<file path="config.mk">
export PLATFORM = sky130hd
export DESIGN_NAME = hours_counter_cfg
export DESIGN_NICKNAME = d
export VERILOG_FILES = /design/src/rtl/hours_counter_cfg.sv
export SDC_FILE = /design/constraint.sdc
export NUM_CORES = 1
export LEC_CHECK = 0
export ABC_CLOCK_PERIOD_IN_PS = 12100
export CAP_MARGIN = 20
export CORE_AREA = 2 2 75 55
export DETAILED_ROUTE_END_ITERATION = 8
export DIE_AREA = 0 0 77 57
export PLACE_DENSITY_LB_ADDON = 0.3
export SLEW_MARGIN = 20
export SYNTH_ARGS = -nofsm -noshare
export SYNTH_HDL_FRONTEND = slang
export SYNTH_SLANG_ARGS = --single-unit
export TNS_END_PERCENT = 50
</file>
<file path="constraint.sdc">
create_clock -name clk -period 12.1 [get_ports clk]
set_clock_uncertainty 0.05 [all_clocks]
set_input_delay 2.42 -clock clk [delete_from_list [all_inputs] [get_ports clk]]
set_output_delay 2.42 -clock clk [all_outputs]
set_load 0.01 [all_outputs]
</file>
<file path="src/rtl/hours_counter_cfg.sv">
// BCD hours stage: 24-hour internal count with load, non-carrying adjust and carry to the day
// stage, plus 24h / 12h AM-PM display and active-low gfedcba seven-segment decode.
module hours_counter_cfg #(
  parameter int unsigned RESET_HOUR = 0
) (
  input  logic       clk,
  input  logic       reset_n,
  input  logic       en_in,
  input  logic       mode_12h,
  input  logic       load_en,
  input  logic [3:0] load_ten,
  input  logic [3:0] load_unit,
  input  logic       adj_up,
  input  logic       adj_dn,
  output logic       co,
  output logic       load_err,
  output logic [3:0] hour24_ten,
  output logic [3:0] hour24_unit,
  output logic [3:0] hour_ten,
  output logic [3:0] hour_unit,
  output logic       pm,
  output logic [6:0] seg_ten,
  output logic [6:0] seg_unit
);

  // Out-of-range reset hours fall back to midnight.
  localparam int unsigned RstHour = (RESET_HOUR > 23) ? 0 : RESET_HOUR;
  localparam logic [3:0]  RstTen  = 4'(RstHour / 10);
  localparam logic [3:0]  RstUnit = 4'(RstHour % 10);

  logic [3:0] t_q, t_d;
  logic [3:0] u_q, u_d;
  logic       err_q, err_d;

  logic       is_23;
  logic       is_00;
  logic       load_ok;
  logic       adj_any;
  logic [4:0] hour_bin;
  logic [4:0] hour_pm;

  assign is_23   = (t_q == 4'd2) && (u_q == 4'd3);
  assign is_00   = (t_q == 4'd0) && (u_q == 4'd0);
  assign adj_any = adj_up | adj_dn;
  assign load_ok = (load_ten <= 4'd2) && (load_unit <= 4'd9) &&
                   !((load_ten == 4'd2) && (load_unit > 4'd3));

  always_comb begin
    t_d   = t_q;
    u_d   = u_q;
    err_d = 1'b0;
    if (load_en) begin
      if (load_ok) begin
        t_d = load_ten;
        u_d = load_unit;
      end else begin
        err_d = 1'b1;
      end
    end else if (adj_up && !adj_dn) begin
      if (is_23) begin
        t_d = 4'd0;
        u_d = 4'd0;
      end else if (u_q == 4'd9) begin
        t_d = t_q + 4'd1;
        u_d = 4'd0;
      end else begin
        u_d = u_q + 4'd1;
      end
    end else if (adj_dn && !adj_up) begin
      if (is_00) begin
        t_d = 4'd2;
        u_d = 4'd3;
      end else if (u_q == 4'd0) begin
        t_d = t_q - 4'd1;
        u_d = 4'd9;
      end else begin
        u_d = u_q - 4'd1;
      end
    end else if (!adj_any && en_in) begin
      if (is_23) begin
        t_d = 4'd0;
        u_d = 4'd0;
      end else if (u_q == 4'd9) begin
        t_d = t_q + 4'd1;
        u_d = 4'd0;
      end else begin
        u_d = u_q + 4'd1;
      end
    end
  end

  always_ff @(posedge clk or negedge reset_n) begin
    if (!reset_n) begin
      t_q   <= RstTen;
      u_q   <= RstUnit;
      err_q <= 1'b0;
    end else begin
      t_q   <= t_d;
      u_q   <= u_d;
      err_q <= err_d;
    end
  end

  // Gated by reset_n so a RESET_HOUR of 23 cannot leak a carry while held in reset.
  assign co       = reset_n & en_in & is_23 & !load_en & !adj_any;
  assign load_err = err_q;

  assign hour24_ten  = t_q;
  assign hour24_unit = u_q;

  assign hour_bin = 5'(t_q) * 5'd10 + 5'(u_q);
  assign hour_pm  = hour_bin - 5'd12;
  assign pm       = (hour_bin >= 5'd12);

  always_comb begin
    hour_ten  = t_q;
    hour_unit = u_q;
    if (mode_12h) begin
      if (hour_bin == 5'd0) begin
        hour_ten  = 4'd1;
        hour_unit = 4'd2;
      end else if (hour_bin > 5'd12) begin
        if (hour_pm >= 5'd10) begin
          hour_ten  = 4'd1;
          hour_unit = 4'(hour_pm - 5'd10);
        end else begin
          hour_ten  = 4'd0;
          hour_unit = 4'(hour_pm);
        end
      end
    end
  end

  // Active-low segments, bit order {g,f,e,d,c,b,a}; non-BCD codes blank the digit.
  function automatic logic [6:0] led7(input logic [3:0] d);
    logic [6:0] s;
    case (d)
      4'd0:    s = 7'b1000000;
      4'd1:    s = 7'b1111001;
      4'd2:    s = 7'b0100100;
      4'd3:    s = 7'b0110000;
      4'd4:    s = 7'b0011001;
      4'd5:    s = 7'b0010010;
      4'd6:    s = 7'b0000010;
      4'd7:    s = 7'b1111000;
      4'd8:    s = 7'b0000000;
      4'd9:    s = 7'b0010000;
      default: s = 7'b1111111;
    endcase
    return s;
  endfunction

  assign seg_ten  = led7(hour_ten);
  assign seg_unit = led7(hour_unit);

endmodule

</file>
==> run summary, run 1 <==
================================================================================
Outcome                                                             finished clean
Initial Util                                                               46.0%
Hold path depth                                                                2
Kind of capture point of the worst setup path                       primary output
Final setup TNS                                                             0 ns
Number of instances in the synthesized netlist                               219
Maximum capacitance violations                                                 0
Library cell used as clock root buffer                              sky130_fd_sc_hd__clkbuf_8
Count of yosys warnings during synthesis                                       0
Std-Cell Rows                                                                 19
Violation count after the first detailed-routing iteration                    48
Number of nets in the finished design                                        305
Count of cell types in the netlist                                            52
Count of endpoints failing setup in the final report                           0
Global-route wire length before repair                                   7290 um
Max Clk Rate                                                           0.129 GHz
Mean Syn Cell Area                                                    7.90 sq um
Area delta synth->final                                                    31.1%
Worst R2R Start                                                     hour24_unit[0]$_DFFE_PN0P_
Overall die width                                                          77 um
Prevailing post-synth register cell                                 sky130_fd_sc_hd__dfrtp_1
Fraction of final layout cells with drive strength greater than 1          5.75%
WS Path Type                                                        primary input to primary output
Number of antenna violations at the first check in global routing              0
Total Die Area                                                        4390 sq um
Setup WS post-layout                                                     4.35 ns
Ratio of routed vias to standard cells                                      5.49
PortBufs                                                                      47
Via count                                                                   1719
DP Worst Slack                                                           4.36 ns
Number of cells upsized or downsized after cts                                 0
Largest net degree at the start of global routing                             21
Number of ports placed on the die boundary                                    48
Post-route DRC violation count                                                 0
Async SR Flop Fraction                                                      100%
Clock slew at reported path FFs                                          0.04 ns
Setup repair after global routing missed its margin                           no
Syn nets                                                                     262
Final hold violations                                                          0
R2R setup slack                                                          9.44 ns
Gr usage total                                                             19.8%
Clock buffers created by TritonCTS                                             3
Vias in the first global route                                              1612
Buffers from clock root to sink, at most                                       2
Cell Count Post-Placement                                                    309
Final routed wirelength across all metal layers                          4250 um
Crit-path max FO                                                               5
Classification of the worst-slack hold path                         register to register
Routability cong.                                                          0.805
Number of antenna repair diodes                                                0
End of the worst hold path                                          hour24_ten[3]$_DFFE_PN0P_
Area of the core                                                      3760 sq um
CTS Sinks                                                                      9
Count of H-tree levels built during CTS                                        1
Final HPWL from detailed placement                                       3400 um
Number of flops mapped to enable cells by yosys                                0
Share of the clock period used by the worst path after layout              64.0%
Sequential fraction of the synthesis area                                  13.0%
Worst rel slew slack                                                       53.2%
Hold WS                                                                 0.690 ns
Final cell count without fillers                                             313
1st-pass router iterations                                                     4
Post-synthesis register bit count                                              9
Final critical delay including setup and external delays                 7.75 ns
Combined area of all synthesized cells                                1730 sq um
Worst-skew pair later-pin latency                                        0.23 ns
Start point of the worst min-delay path                             hour24_ten[3]$_DFFE_PN0P_
CP required                                                              9.63 ns
Length in cells of the worst reg-to-reg path                                   9
CTS Hold Buffers Added                                                         0
Wire length per cell after detailed routing                              13.6 um
Final Max Tran Viols                                                           0
Worst Path Arrival                                                       5.28 ns
Remaining antenna violation count                                              0
Slew at the pin closest to its max-slew limit                           0.702 ns
Vert. Die Dim                                                              57 um
CTS tree                                                                     yes
Worst Setup Start Kind                                              primary input
End of the worst register-to-register path                          hour24_ten[2]$_DFFE_PN0P_
Final global-route overflow total                                              0
Post CTS Setup Buffer Count                                                    0
================================================================================
## layout make-up
| cell class | count | area (sq um) |
|---|---|---|
| fill | 354 | 1490 |
| multi-input combinational | 179 | 1380 |
| timing repair buffer | 47 | 470 |
| sequential | 9 | 225 |
| inverter | 22 | 85.1 |
| tap | 52 | 65.1 |
| clock buffer | 4 | 45.0 |
## cell usage after synthesis (5+ instances only)
library cell	number	share of area [%]
sky130_fd_sc_hd__clkbuf_1	7	1.5
sky130_fd_sc_hd__a211oi_1	6	2.6
sky130_fd_sc_hd__ha_1	27	20
sky130_fd_sc_hd__dfrtp_1	9	13
sky130_fd_sc_hd__o21ai_0	12	3.5
sky130_fd_sc_hd__nor2_1	13	2.8
sky130_fd_sc_hd__nand3_1	8	2.3
sky130_fd_sc_hd__inv_1	20	4.3
sky130_fd_sc_hd__nor3_1	17	4.9
sky130_fd_sc_hd__nand2_1	13	2.8
sky130_fd_sc_hd__o22ai_1	5	1.8
sky130_fd_sc_hd__a21oi_1	14	4.1
## layer usage
layer	global-route usage, %	part of all wire, %	wire length, um
met5	0	0	0
met3	1.11	4.2	178
met2	32.3	43	1840
met4	3.06	0.47	20
met1	29.8	52	2210
## layout by cell type, fill, tap and decap left out, types with 4 or more instances in the layout
cell / n
sky130_fd_sc_hd__nand3_1: 8
sky130_fd_sc_hd__ha_1: 27
sky130_fd_sc_hd__inv_1: 20
sky130_fd_sc_hd__nor3_1: 17
sky130_fd_sc_hd__nor2_1: 13
sky130_fd_sc_hd__dfrtp_1: 9
sky130_fd_sc_hd__a21oi_1: 14
sky130_fd_sc_hd__clkdlybuf4s50_1: 47
sky130_fd_sc_hd__nor2b_1: 4
sky130_fd_sc_hd__a211oi_1: 6
sky130_fd_sc_hd__o22ai_1: 5
sky130_fd_sc_hd__xnor2_1: 4
sky130_fd_sc_hd__nand2_1: 13
sky130_fd_sc_hd__mux2i_1: 4
sky130_fd_sc_hd__xor2_1: 4
sky130_fd_sc_hd__and2_1: 4
sky130_fd_sc_hd__o21ai_0: 12
## stage by stage
stage,area (sq um),utilization [%]
floorplan,1730,-
finish,2270,60.4
detailed placement,2220,59.2
global route,2270,60.4
CTS,2270,60.4
global placement,2220,59.2
## cell families after synthesis
group / after synthesis / synth area share (%)
mux: 6 / 3.62
flops: 9 / 13.0
fa+ha+maj: 28 / 20.7
simple gates: 71 / 20.9
xor+xnor: 10 / 6.44
buf+inv: 31 / 7.38
compound gates: 64 / 27.9
## critical path, cell delays in order
cell	delay [ns]
sky130_fd_sc_hd__clkdlybuf4s50_1	0.47
sky130_fd_sc_hd__inv_1	0.11
sky130_fd_sc_hd__nor2_1	0.05
sky130_fd_sc_hd__a211o_1	0.39
sky130_fd_sc_hd__nor3b_1	0.19
sky130_fd_sc_hd__a21oi_1	0.33
sky130_fd_sc_hd__inv_1	0.14
sky130_fd_sc_hd__ha_1	0.34
sky130_fd_sc_hd__o22ai_1	0.16
sky130_fd_sc_hd__and2_1	0.14
sky130_fd_sc_hd__clkdlybuf4s50_1	0.53
## how the worst max path moves through the flow
stage             start          to
3_5_place_dp   mode_12h  seg_ten[1]
5_1_grt        mode_12h  seg_ten[4]
3_3_place_gp   mode_12h  seg_ten[1]
4_1_cts        mode_12h  seg_ten[1]
6_report       mode_12h  seg_ten[1]
2_1_floorplan  mode_12h  seg_ten[1]
## registers in the layout, indices dropped and copies added, names as in the netlist
signal,flops
hour24_ten,4
hour24_unit,4
load_err,1
Power of run 1 is not shown: default switching activity piles up to over one toggle a cycle in this logic, so the estimate is an artifact.
==> run 2: changes to the inputs <==
ABC_CLOCK_PERIOD_IN_PS = 6850   (was 12100)
CORE_AREA = 2 2 78 58   (was 2 2 75 55)
DIE_AREA = 0 0 80 60   (was 0 0 77 57)
clock period = 6.85 ns   (was 12.1 ns; I/O delays follow)
==> run 2 against run 1 <==
Worst setup slack lost 3.7 ns. Non-clock buffer count is the same. Routed wire length grew 0.80%. Die area grew 9.4%. Register-to-register slack lost 5.1 ns. Core utilization shrank 5.0 points. Via count shrank 0.52%. Count of clock-buffer cells in the layout is the same. Critical path depth grew 3. Cell area grew 0.17%. Global-route usage shrank 1.1 points.
==> run summary, run 2 (synthesis results as in run 1) <==
================================================================================
Outcome                                                             finished clean
Final cell count without fillers                                             316
Std-Cell Rows                                                                 20
CTS tree                                                                     yes
Vias in the first global route                                              1507
Kind of capture point of the worst setup path                       primary output
Ratio of routed vias to standard cells                                      5.41
Final critical delay including setup and external delays                 6.17 ns
WS Path Type                                                        register to primary output
Slew at the pin closest to its max-slew limit                           0.726 ns
Number of antenna violations at the first check in global routing              0
Area of the core                                                      4100 sq um
CP required                                                              5.43 ns
Clock slew at reported path FFs                                          0.05 ns
Worst R2R Start                                                     hour24_unit[0]$_DFFE_PN0P_
Library cell used as clock root buffer                              sky130_fd_sc_hd__clkbuf_8
Worst Path Arrival                                                       4.75 ns
Start point of the worst min-delay path                             hour24_ten[3]$_DFFE_PN0P_
Maximum capacitance violations                                                 0
Global-route wire length before repair                                   7130 um
Fraction of final layout cells with drive strength greater than 1          5.75%
Overall die width                                                          80 um
Final setup TNS                                                             0 ns
Final hold violations                                                          0
Remaining antenna violation count                                              0
Count of H-tree levels built during CTS                                        1
CTS Sinks                                                                      9
Post CTS Setup Buffer Count                                                    0
Initial Util                                                               42.1%
Max Clk Rate                                                           0.162 GHz
Count of endpoints failing setup in the final report                           0
Crit-path max FO                                                              17
Total Die Area                                                        4800 sq um
Fill cells                                                                   382
Cell Count Post-Placement                                                    312
Wire length per cell after detailed routing                              13.6 um
1st-pass router iterations                                                     4
Final HPWL from detailed placement                                       3380 um
Largest net degree at the start of global routing                             21
Setup repair after global routing missed its margin                           no
Violation count after the first detailed-routing iteration                    78
DP Worst Slack                                                          0.970 ns
Final global-route overflow total                                              0
Final Max Tran Viols                                                           0
Final routed wirelength across all metal layers                          4290 um
Gr usage total                                                             18.7%
PortBufs                                                                      47
Worst-skew pair later-pin latency                                        0.23 ns
Number of cells upsized or downsized after cts                                 0
End of the worst hold path                                          hour24_ten[3]$_DFFE_PN0P_
R2R setup slack                                                          4.36 ns
Share of the clock period used by the worst path after layout              90.0%
Hold path depth                                                                2
Worst rel slew slack                                                       51.5%
CTS Hold Buffers Added                                                         0
Worst Setup Start Kind                                                  register
Via count                                                                   1710
Number of antenna repair diodes                                                0
Top library cells by usage in the layout, fill and taps aside       sky130_fd_sc_hd__clkdlybuf4s50_1 (47), sky130_fd_sc_hd__ha_1 (27), sky130_fd_sc_hd__inv_1 (20)
Length in cells of the worst reg-to-reg path                                   9
Most common cell after layout, fill and taps aside                  sky130_fd_sc_hd__clkdlybuf4s50_1
Buffers from clock root to sink, at most                                       2
Vert. Die Dim                                                              60 um
Clock buffers created by TritonCTS                                             3
Post-route DRC violation count                                                 0
Classification of the worst-slack hold path                         register to register
Number of ports placed on the die boundary                                    48
Area delta synth->final                                                    31.3%
Routability cong.                                                          0.856
Number of nets in the finished design                                        305
Setup WS post-layout                                                    0.683 ns
End of the worst register-to-register path                          hour24_ten[2]$_DFFE_PN0P_
================================================================================
run 2: cell counts in the layout (fill, tap and decap cells not counted):
Identical to the previous run, type by type.
run 2: worst max path at each step:
stage	start	end	slack (ns)
detailed placement	hour24_ten[2]$_DFFE_PN0P_	seg_ten[1]	0.97
CTS	hour24_ten[2]$_DFFE_PN0P_	seg_ten[1]	0.70
global placement	hour24_ten[1]$_DFFE_PN0P_	seg_ten[1]	1.05
global route	hour24_ten[2]$_DFFE_PN0P_	seg_ten[4]	0.32
floorplan	hour24_unit[2]$_DFFE_PN0P_	seg_ten[1]	1.63
finish	hour24_ten[2]$_DFFE_PN0P_	seg_ten[1]	0.68
run 2: per-stage QoR:
step | instance area, sq um | hold WS (ns) | utilization (%)
2_1_floorplan | 1730 | 0.615 | -
3_3_place_gp | 2230 | 0.685 | 54.2
3_5_place_dp | 2230 | 0.688 | 54.2
4_1_cts | 2270 | 0.695 | 55.3
5_1_grt | 2270 | 0.739 | 55.3
6_report | 2270 | 0.700 | 55.3
run 2: final cells by class:
class | count | area [sq um] | area share, %
multi-input combinational | 179 | 1380 | 60.6
timing repair buffer | 47 | 470 | 20.7
sequential | 9 | 225 | 9.92
inverter | 22 | 85.1 | 3.75
tap | 55 | 68.8 | 3.03
clock buffer | 4 | 45.0 | 1.98
run 2: layer usage:
layer  vias up  wire length [um]  global-route usage (%)
li1        878                 -                       -
met1       788              2340                    29.5
met2        40              1750                    26.7
met3         4               163                    1.81
met4         0                38                    5.08
met5         -                 0                       0
run 2: worst max-delay path: stages (launching register included):
cell                              delay (ns)
sky130_fd_sc_hd__dfrtp_1                0.63
sky130_fd_sc_hd__ha_1                   0.33
sky130_fd_sc_hd__ha_1                   0.32
sky130_fd_sc_hd__xor2_1                 0.35
sky130_fd_sc_hd__ha_1                   0.21
sky130_fd_sc_hd__nor3b_1                0.38
sky130_fd_sc_hd__nor2_1                 0.08
sky130_fd_sc_hd__a211o_1                0.38
sky130_fd_sc_hd__nor3b_1                0.19
sky130_fd_sc_hd__a21oi_1                0.35
sky130_fd_sc_hd__inv_1                  0.15
sky130_fd_sc_hd__ha_1                   0.34
sky130_fd_sc_hd__o22ai_1                0.14
sky130_fd_sc_hd__and2_1                 0.14
sky130_fd_sc_hd__clkdlybuf4s50_1        0.53
Power of run 2 is left out for the same reason.
==> run 3: changes to the inputs <==
CORE_AREA = 2 2 52 78   (was 2 2 78 58)
DIE_AREA = 0 0 54 80   (was 0 0 80 60)
DONT_BUFFER_PORTS = 1   (was unset)
==> run 3 against run 2 <==
Register-to-register slack worse by 0.20 ns. First-iteration DRC count decreased by 69%. Die area fell by 10%. Routed wire length shrank 5.0%. Core utilization fell by 6.2 points. Count of clock-buffer cells in the layout did not move.
==> run summary, run 3 (synthesis results as in run 1) <==
================================================================================
Final setup TNS                                                             0 ns
Worst Path Arrival                                                       4.49 ns
Initial Util                                                               47.4%
Final global-route overflow total                                              0
CP Launch Point                                                     hour24_ten[2]$_DFFE_PN0P_
Gr usage total                                                             20.4%
Fill cells                                                                   363
Number of ports placed on the die boundary                                    48
Routability cong.                                                          0.839
Std-Cell Rows                                                                 27
Number of nets in the finished design                                        259
Final routed wirelength across all metal layers                          4070 um
Max layer used                                                              met4
Wire length per cell after detailed routing                              15.8 um
Final critical delay including setup and external delays                 5.91 ns
Via count                                                                   1547
Setup repair after global routing missed its margin                           no
Kind of capture point of the worst setup path                       primary output
Top library cells by usage in the layout, fill and taps aside       sky130_fd_sc_hd__ha_1 (27), sky130_fd_sc_hd__inv_1 (20), sky130_fd_sc_hd__nor3_1 (17)
Worst Setup Start Kind                                                  register
Final hold violations                                                          0
Fraction of final layout cells with drive strength greater than 1          7.44%
Area of the core                                                      3650 sq um
Worst rel slew slack                                                       54.8%
Count of H-tree levels built during CTS                                        1
Buffers from clock root to sink, at most                                       2
Worst-skew pair later-pin latency                                        0.24 ns
Overall die width                                                          54 um
Violation count after the first detailed-routing iteration                    24
Worst R2R Start                                                     hour24_unit[0]$_DFFE_PN0P_
Met2 wire len                                                            2080 um
Share of the core filled with cells                                        49.1%
Start point of the worst min-delay path                             hour24_ten[1]$_DFFE_PN0P_
Number of antenna violations at the first check in global routing              0
PortBufs                                                                       0
Count of endpoints failing setup in the final report                           0
End of the worst register-to-register path                          hour24_ten[2]$_DFFE_PN0P_
Max Clk Rate                                                           0.169 GHz
End of the worst hold path                                          hour24_ten[1]$_DFFE_PN0P_
1st-pass router iterations                                                     4
Number of antenna repair diodes                                                0
Outcome                                                             finished clean
Maximum capacitance violations                                                 0
Library cell used as clock root buffer                              sky130_fd_sc_hd__clkbuf_8
Total Die Area                                                        4320 sq um
R2R setup slack                                                          4.16 ns
Length in cells of the worst reg-to-reg path                                   9
Share of the clock period used by the worst path after layout              86.3%
CTS Sinks                                                                      9
Slew at the pin closest to its max-slew limit                           0.678 ns
Post-route DRC violation count                                                 0
Remaining antenna violation count                                              0
Vert. Die Dim                                                              80 um
Crit-path max FO                                                              17
CTS tree                                                                     yes
WS Path Type                                                        register to primary output
Post CTS Setup Buffer Count                                                    0
Final Max Tran Viols                                                           0
Hold path depth                                                                3
CTS Hold Buffers Added                                                         0
Routed metal-1 wire length                                               1740 um
Most common cell after layout, fill and taps aside                  sky130_fd_sc_hd__ha_1
Largest net degree at the start of global routing                             21
Area delta synth->final                                                    3.69%
Number of cells upsized or downsized after cts                                 0
Global-route wire length before repair                                   6730 um
CP required                                                              5.43 ns
Classification of the worst-slack hold path                         register to register
Total length of routed met3 wires                                         181 um
Clock slew at reported path FFs                                          0.04 ns
Clock buffers created by TritonCTS                                             3
Final HPWL from detailed placement                                       3180 um
Ratio of routed vias to standard cells                                      6.00
Vias in the first global route                                              1526
================================================================================
-- run 3: area by class of cell --
| class | count | area (sq um) | area share, % |
|---|---|---|---|
| inverters | 22 | 85.1 | 4.75 |
| flip-flops and latches | 9 | 225 | 12.6 |
| multi-input cells | 179 | 1380 | 76.8 |
| clock buffers | 4 | 45.0 | 2.51 |
| repair buffers | 1 | 7.51 | 0.419 |
| well taps | 43 | 53.8 | 3.00 |
-- run 3: worst max-delay path, stage by stage (launching register included) --
cell	delay (ns)
sky130_fd_sc_hd__dfrtp_1	0.67
sky130_fd_sc_hd__ha_1	0.34
sky130_fd_sc_hd__ha_1	0.32
sky130_fd_sc_hd__xor2_1	0.36
sky130_fd_sc_hd__ha_1	0.21
sky130_fd_sc_hd__nor3b_1	0.38
sky130_fd_sc_hd__nor2_1	0.10
sky130_fd_sc_hd__a211o_1	0.39
sky130_fd_sc_hd__nor3b_1	0.19
sky130_fd_sc_hd__a21oi_1	0.46
sky130_fd_sc_hd__inv_1	0.17
sky130_fd_sc_hd__ha_1	0.34
sky130_fd_sc_hd__o22ai_1	0.14
sky130_fd_sc_hd__and2_1	0.19
-- run 3: metrics by stage --
step | hold WS [ns] | worst slack [ns] | instance area, sq um | std cells
6_report | 0.734 | 0.939 | 1790 | 258
5_1_grt | 0.765 | 0.545 | 1790 | 258
4_1_cts | 0.718 | 0.936 | 1790 | 258
3_5_place_dp | 0.712 | 1.17 | 1750 | 254
3_3_place_gp | 0.705 | 1.29 | 1750 | 254
2_1_floorplan | 0.615 | 1.63 | 1730 | 219
-- run 3: layer usage --
layer | vias up | GRT usage (%)
met5 | - | 0
met4 | 0 | 9.75
li1 | 779 | -
met3 | 6 | 2.43
met2 | 35 | 35.1
met1 | 727 | 24.1
-- run 3: worst max-delay path by stage --
stage                  to  cells past startpoint
6_report       seg_ten[1]                     13
3_5_place_dp   seg_ten[4]                     14
2_1_floorplan  seg_ten[1]                     14
4_1_cts        seg_ten[1]                     13
5_1_grt        seg_ten[3]                     13
3_3_place_gp   seg_ten[3]                     13
Power of run 3 is left out for the same reason.
